<file path="config.mk">
export PLATFORM = sky130hd
export DESIGN_NAME = sys_issue
export DESIGN_NICKNAME = d
export VERILOG_FILES = /design/src/rtl/sys_issue.sv
export SDC_FILE = /design/constraint.sdc
export NUM_CORES = 1
export LEC_CHECK = 0
export ABC_AREA = 1
export ABC_CLOCK_PERIOD_IN_PS = 1800
export BUFFER_PORTS_ARGS = -buffer_cell sky130_fd_sc_hd__buf_2
export CAP_MARGIN = 15
export CORE_UTILIZATION = 50
export CTS_CLUSTER_SIZE = 10
export DETAILED_ROUTE_END_ITERATION = 8
export GPL_TIMING_DRIVEN = 0
export PLACE_DENSITY = 0.88
export RECOVER_POWER = 50
export SYNTH_ARGS = -nofsm -noshare
export SYNTH_HDL_FRONTEND = slang
export SYNTH_SLANG_ARGS = --single-unit
</file>
<file path="constraint.sdc">
create_clock -name clk -period 1.8 [get_ports clk]
set_input_delay 0.18 -clock clk [delete_from_list [all_inputs] [get_ports clk]]
set_output_delay 0.18 -clock clk [all_outputs]
set_load 0.1 [all_outputs]
</file>
<file path="src/rtl/sys_issue.sv">
// SYSTEM-instruction issue front end: holds one SYSTEM instruction, waits for older work
// to drain, then fires a single op pulse to the CSR/trap unit. Optional WFI state: SYS_WFI_EN.
module sys_issue #(
  parameter int XLEN         = 64,
  parameter int FLUSH_CYCLES = 2
) (
  input  logic            clk,
  input  logic            rst_n,
  input  logic            instr_valid,
  output logic            instr_ready,
  input  logic [31:0]     instr,
  input  logic [XLEN-1:0] instr_pc,
  input  logic            pipe_busy,
  input  logic            kill,
  output logic            ecall_op,
  output logic            ebreak_op,
  output logic            mret_op,
  output logic            csrrw_op,
  output logic            csrrs_op,
  output logic            csrrc_op,
  output logic [11:0]     csr_addr,
  output logic [XLEN-1:0] imm,
  output logic            with_imm,
  output logic [XLEN-1:0] pc_out,
  output logic            illegal,
  output logic            flush,
`ifdef SYS_WFI_EN
  input  logic            irq_pending,
  output logic            wfi_active,
`endif
  output logic            sys_busy
);

  localparam int CW = $clog2(FLUSH_CYCLES + 1);

  typedef enum logic [2:0] {S_IDLE, S_DRAIN, S_ISSUE, S_FLUSH, S_WFI} state_t;

  state_t          r_state, w_nstate;
  logic [31:0]     r_instr;
  logic [XLEN-1:0] r_pc;
  logic [CW-1:0]   r_cnt;

  logic w_ecall, w_ebreak, w_mret, w_csrrw, w_csrrs, w_csrrc, w_illegal, w_trap;
`ifdef SYS_WFI_EN
  logic w_wfi;
`endif

  // Decode of the held word; wfi without the macro falls through as a NOP.
  always_comb begin
    w_ecall   = 1'b0;
    w_ebreak  = 1'b0;
    w_mret    = 1'b0;
    w_csrrw   = 1'b0;
    w_csrrs   = 1'b0;
    w_csrrc   = 1'b0;
    w_illegal = 1'b0;
`ifdef SYS_WFI_EN
    w_wfi     = 1'b0;
`endif
    if (r_instr[6:0] != 7'b1110011) begin
      w_illegal = 1'b1;
    end else begin
      case (r_instr[14:12])
        3'b001, 3'b101: w_csrrw = 1'b1;
        3'b010, 3'b110: w_csrrs = 1'b1;
        3'b011, 3'b111: w_csrrc = 1'b1;
        3'b000: begin
          case (r_instr)
            32'h0000_0073: w_ecall  = 1'b1;
            32'h0010_0073: w_ebreak = 1'b1;
            32'h3020_0073: w_mret   = 1'b1;
`ifdef SYS_WFI_EN
            32'h1050_0073: w_wfi    = 1'b1;
`else
            32'h1050_0073: ;
`endif
            default:       w_illegal = 1'b1;
          endcase
        end
        default: w_illegal = 1'b1;
      endcase
    end
  end

  assign w_trap = w_ecall | w_ebreak | w_mret | w_illegal;

  always_comb begin
    w_nstate = r_state;
    case (r_state)
      S_IDLE:  if (instr_valid && !kill) w_nstate = S_DRAIN;
      S_DRAIN: begin
        if (kill)            w_nstate = S_IDLE;
        else if (!pipe_busy) w_nstate = S_ISSUE;
      end
      S_ISSUE: begin
        if (w_trap)     w_nstate = S_FLUSH;
`ifdef SYS_WFI_EN
        else if (w_wfi) w_nstate = S_WFI;
`endif
        else            w_nstate = S_IDLE;
      end
      S_FLUSH: if (r_cnt == '0) w_nstate = S_IDLE;
`ifdef SYS_WFI_EN
      S_WFI:   if (irq_pending || kill) w_nstate = S_IDLE;
`endif
      default: w_nstate = S_IDLE;
    endcase
  end

  always_ff @(posedge clk or negedge rst_n) begin
    if (!rst_n) begin
      r_state  <= S_IDLE;
      r_instr  <= '0;
      r_pc     <= '0;
      r_cnt    <= '0;
      csr_addr <= '0;
      imm      <= '0;
      with_imm <= 1'b0;
      pc_out   <= '0;
    end else begin
      r_state <= w_nstate;
      if (r_state == S_IDLE && instr_valid && !kill) begin
        r_instr <= instr;
        r_pc    <= instr_pc;
      end
      // Operands land on entry to ISSUE so they are valid alongside the pulse, then hold.
      if (r_state == S_DRAIN && !kill && !pipe_busy) begin
        csr_addr <= r_instr[31:20];
        imm      <= {{(XLEN-5){1'b0}}, r_instr[19:15]};
        with_imm <= r_instr[14];
        pc_out   <= r_pc;
      end
      if (r_state == S_ISSUE && w_trap)
        r_cnt <= CW'(FLUSH_CYCLES - 1);
      else if (r_state == S_FLUSH && r_cnt != '0)
        r_cnt <= r_cnt - 1'b1;
    end
  end

  wire w_issue = (r_state == S_ISSUE);

  assign ecall_op    = w_issue & w_ecall;
  assign ebreak_op   = w_issue & w_ebreak;
  assign mret_op     = w_issue & w_mret;
  assign csrrw_op    = w_issue & w_csrrw;
  assign csrrs_op    = w_issue & w_csrrs;
  assign csrrc_op    = w_issue & w_csrrc;
  assign illegal     = w_issue & w_illegal;
  assign flush       = (r_state == S_FLUSH);
  assign instr_ready = (r_state == S_IDLE);
  assign sys_busy    = (r_state != S_IDLE);
`ifdef SYS_WFI_EN
  assign wfi_active  = (r_state == S_WFI);
`endif

endmodule

</file>
; ---- Yosys cells after proc, flatten, opt, wreduce, memory -nomap -nowiden
; Index checks and enable logic that the tools add are counted.
[totals]
ff_bits = 183
latchBits = 0
ramBits = 0
mem_bits_ro = 0
input_bits = 101
out_inout_bits = 151
mem_count = 0
[op_classes]
addsub = 1
multipliers = 0
div = 0
order_cmp = 0
n_eq_ne = 17
shift = 0
n_mux = 26
n_bitwise = 10
reduce_logical = 21
[ops]
columns = op, count
row1 = $eq 32x21->1 const B, 1
row2 = $eq 32x29->1 const B, 1
row3 = $eq 32x30->1 const B, 1
row4 = $eq 32x7->1 const B, 1
row5 = $mux 1, 17
row6 = $eq 3x2->1 const B, 4
row7 = $mux 3, 4
row8 = $pmux 3 s4, 1
row9 = $eq 3x3->1 const B, 3
row10 = $and 1x1->1, 7
row11 = $logic_and 1x1->1, 7
row12 = $ne 7x7->1 const B, 1
row13 = $eq 3x1->1 const B, 2
row14 = $logic_not 3->1, 2
row15 = $mux 2, 3
row16 = $reduce_or 2->1, 3
row17 = $reduce_or 6->1, 1
row18 = $ne 2x1->1 const B, 2
row19 = $reduce_bool 2->1, 2
row20 = $reduce_or 4->1, 1
row21 = $ne 3x3->1 const B, 1
row22 = $or 1x1->1, 3
row23 = $reduce_and 3->1, 1
row24 = $reduce_bool 3->1, 1
row25 = other kinds (4), 5

; ---- Logic depth before layout (Yosys ltp)
[logic_depth]
ltp_word = 9
ltp_mapped = 13
ltp_nobuf = 13

; ---- Worst setup path after synthesis
; No wires, ideal clock.
[synth_path]
kind = reg2out
start = register r_instr[3]
end = output port csrrc_op
arrival_ns = 3.810
t_required_ns = 1.620
path_slack_ns = -2.190
stages_incl_launch_ff = 6
path_buffers = 0
cell_sequence = dfrtp_1 nor2_1 nand2_1 nor3_1 inv_1 nor4_1
[synth_between]
elab_chain_len = 3
[synth_rtl]
columns = element, line
row1 = start: declaration, 39  ; logic [31:0] r_instr;
row2 = start signal: assignment, 123  ; r_instr <= instr;
row3 = $ne 7x7->1, 60  ; if (r_instr[6:0] != 7'b1110011) begin
row4 = $mux 1, 60
row5 = $and 1x1->1, 147  ; assign csrrc_op = w_issue & w_csrrc;
row6 = end: declaration, 20  ; output logic csrrc_op,
; No other way between the ends.

; ---- Final worst setup path
[layout_path]
start = register r_instr[2]
end = output port csrrw_op
[layout_between]
elab_chain_len = 3
[layout_rtl]
columns = element, line
row1 = $ne 7x7->1, 60
row2 = $mux 1, 60
row3 = $and 1x1->1, 145  ; assign csrrw_op = w_issue & w_csrrw;
row4 = end: declaration, 18  ; output logic csrrw_op,
; No other way between the ends.

==> results.py <==
metrics = {
    "outcome": {
        "status": "finished with violations",
        "violations": "negative setup slack",
    },
    "clocking": {
        "cts.sinks": 182,
        "root_buffer": "clkbuf_16",
        "clkTransAtPathRegs_ns": 0.07,
        "cts.htree.levels": 4,
        "cts_buffers": 17,
        "clk_latency_ns": 0.43,
        "clock_path_buffers": 2,
        "cts_tree": "done",
    },
    "route": {
        "first_pass_iters": 5,
        "wl_um": 21000,
        "num_vias": 6740,
        "drtAntennaViolNets": 0,
        "met1_length_um": 8020,
        "wl_per_cell_um": 15.6,
        "drtIter0Drc": 386,
        "dr_wl_met2_um": 11000,
        "drc": 0,
        "viasPerCell": 4.99,
        "dr_wl_met3_um": 1320,
        "highest_layer": "met4",
    },
    "floorplanning": {
        "fp-row-count": 44,
        "ioPinCount": 252,
        "fp.dieH_um": 126,
        "die_area_mm2": 0.0159,
        "die_w_um": 126,
        "initial_core_util_pct": 52.1,
        "core_area_mm2": 0.0148,
    },
    "global_route": {
        "grt_pass1_vias": 6617,
        "grt_usage_pct": 26.0,
        "grt_max_degree": 99,
        "grt-ovfl-total": 0,
        "grt_pass1_wl_um": 32200,
        "grt_antenna_before_repair": 0,
    },
    "timing": {
        "tightestPinTransition_ns": 1.15,
        "fmax_mhz": 450,
        "finalSetupTns_ns": -3.67,
        "setup_viol": 11,
        "maxSlewHeadroom_pct": 23.4,
        "hold_viol_final": 0,
        "fin_crit_sh_pct": 124,
        "period_minus_slack_ns": 2.22,
        "rsz0062_at_grt": "true",
        "slew_violations": 0,
        "layout_setup_ws_ns": -0.424,
        "fin_hold_ws_ns": 0.00244,
        "skew_ns": 0.00776,
    },
    "placement": {
        "place_congestion": 0.856,
        "dp_hpwl_um": 13300,
        "port_buffers": 192,
    },
    "yosys": {
        "ys.flop_type": "dfrtp_1",
        "synth-seq-area-share_pct": 59.2,
        "synth_area_per_cell_um2": 9.27,
        "ys_seq_elements": 182,
        "synth_edf_count": 0,
        "async_reset_ff_share_pct": 100,
        "synth.top_cell.area_share_pct": 59.2,
        "synth_cell_type_count": 26,
        "yosysWarnings": 0,
        "postSynthCellCount": 830,
        "syn_area_mm2": 0.00769,
        "synth.area.top_cells": "dfrtp_1 59%, nor2_1 6.0%, buf_4 5.9%",
        "synth_top_cell_by_area": "dfrtp_1",
    },
    "critical_path": {
        "path_cells": "nor2_2 > nand2_2 > nor3_4 > inv_2 > nor4_4 > buf_6",
        "r2r_end": "r_state[0]$_DFFE_PN0P_",
        "reg2reg_slack_ns": -0.36,
        "cp-start-kind": "flop",
        "critPathMaxStageDelay_ns": 0.39,
        "critPathCapture": "csrrw_op",
        "path_class": "reg2out",
        "end_kind": "output port",
        "crit_arrival_ns": 2.04,
        "cp.required_ns": 1.62,
        "setup.worst_path.start": "r_instr[2]$_DFFE_PN0P_",
        "r2r_cells": 16,
        "worst-path-max-fanout": 3,
        "crit_slowest_cell": "dfrtp_1",
        "reg2reg_from": "r_instr[11]$_DFFE_PN0P_",
    },
    "finish": {
        "area_delta_synth_final_pct": 37.1,
        "layout.nets": 1254,
        "fill_cells": 1030,
        "drive_gt1_share_pct": 33.7,
    },
    "min_path": {
        "hold_path.class": "in2reg",
    },
    "run": {
        "max-cap-violations": 0,
    },
}
stage by stage:
step / cells / worst slack [ns] / instance area, µm² / util, %
2_1_floorplan: 888 / -0.393 / 8010 / -
3_3_place_gp: 1264 / -2.24 / 9210 / 62.4
3_5_place_dp: 1265 / -0.312 / 9240 / 62.6
4_1_cts: 1332 / -0.342 / 10300 / 70.1
5_1_grt: 1348 / -0.528 / 10500 / 71.4
6_report: 1350 / -0.424 / 10500 / 71.5
cells in the final DEF, fill, tap and decap left out, types with 4 or more instances in the layout:
cell	instances
mux2_2	11
inv_2	5
buf_2	161
inv_1	98
nor3_4	5
buf_12	4
nand4_1	4
nor2_1	111
clkbuf_1	8
dlygate4sd3_1	32
nor2_2	10
a21oi_1	85
buf_6	17
nand2_2	8
buf_4	77
dfrtp_1	178
nor2_4	8
dfrtp_2	4
o21ai_1	82
clkbuf_16	17
nand2_1	108
clkbuf_2	40
conb_1	59
worst max-delay path, delay by kind of cell, from the launching register on:
| family | cells | cell delay [ns] |
|---|---|---|
| and+or+nand+nor | 4 | 0.81 |
| DFF | 1 | 0.39 |
| buffers and inverters | 2 | 0.43 |
registers in the layout, indices dropped and copies added, names as in the netlist:
register / flops
r_instr: 32
pc_out: 64
r_state: 2
csr_addr: 12
r_pc: 64
r_cnt: 2
imm: 5
with_imm: 1
cell families after synthesis:
| group | Yosys count | share of synthesized area (%) |
|---|---|---|
| compound gates | 173 | 11.3 |
| flops | 182 | 59.2 |
| mux | 11 | 1.61 |
| other cells | 1 | 0.0487 |
| buf+inv | 199 | 13.9 |
| simple gates | 263 | 13.7 |
| fa+ha+maj | 1 | 0.163 |
cell type report:
cell class / instances / area [µm²] / area share, %
sequential: 182 / 4560 / 43.2
clock buffer: 20 / 467 / 4.43
buffer: 96 / 686 / 6.50
clock inverter: 11 / 146 / 1.39
multi-input combinational: 507 / 2510 / 23.8
antenna: 2 / 5.00 / 0.0475
inverter: 103 / 387 / 3.67
tap: 184 / 230 / 2.18
timing repair buffer: 245 / 1560 / 14.8
routing by layer:
metal	track usage, %	vias to the layer above
met4	11.3	0
met2	45.8	316
met5	0	-
met1	30.9	3236
met3	5.44	61
li1	-	3127
worst min-delay path by stage:
| stage | from | cells after the start | to | slack [ns] |
|---|---|---|---|---|
| after floorplan | rst_n | 0 | csr_addr[0]$_DFFE_PN0P_ | -0.12 |
| after global placement | instr[7] | 2 | r_instr[7]$_DFFE_PN0P_ | 0.42 |
| after detailed placement | rst_n | 1 | r_pc[61]$_DFFE_PN0P_ | 0.22 |
| after CTS | instr[20] | 3 | r_instr[20]$_DFFE_PN0P_ | 0.0006 |
| after global routing | instr_pc[3] | 3 | r_pc[3]$_DFFE_PN0P_ | 0.009 |
| final | instr_pc[41] | 3 | r_pc[41]$_DFFE_PN0P_ | 0.002 |
synthesized netlist by cell type (all sizes together), types with 3 or more instances:
cell and count:
dfrtp 182, nor2 129, nand2 117, inv 103
buf 88, a21oi 86, o21ai 84, mux2 11
clkbuf 8, nor3 5, nand3 4, nand4 4
nor4 3
timing repair:
| action | 4_1_cts | 5_1_grt |
|---|---|---|
| pin swaps | 9 | 13 |
| gates cloned | 0 | 0 |
| setup endpoints to repair | 7 | 15 |
| hold buffers | 31 | 1 |
| endpoints found under the hold margin | 114 | 1 |
| buffers inserted | 5 | 15 |
| resized for setup | 42 | 25 |
Power is left out: the tool's default activity adds up to more than one toggle a clock period on the data nets, which glitch-free logic cannot reach.
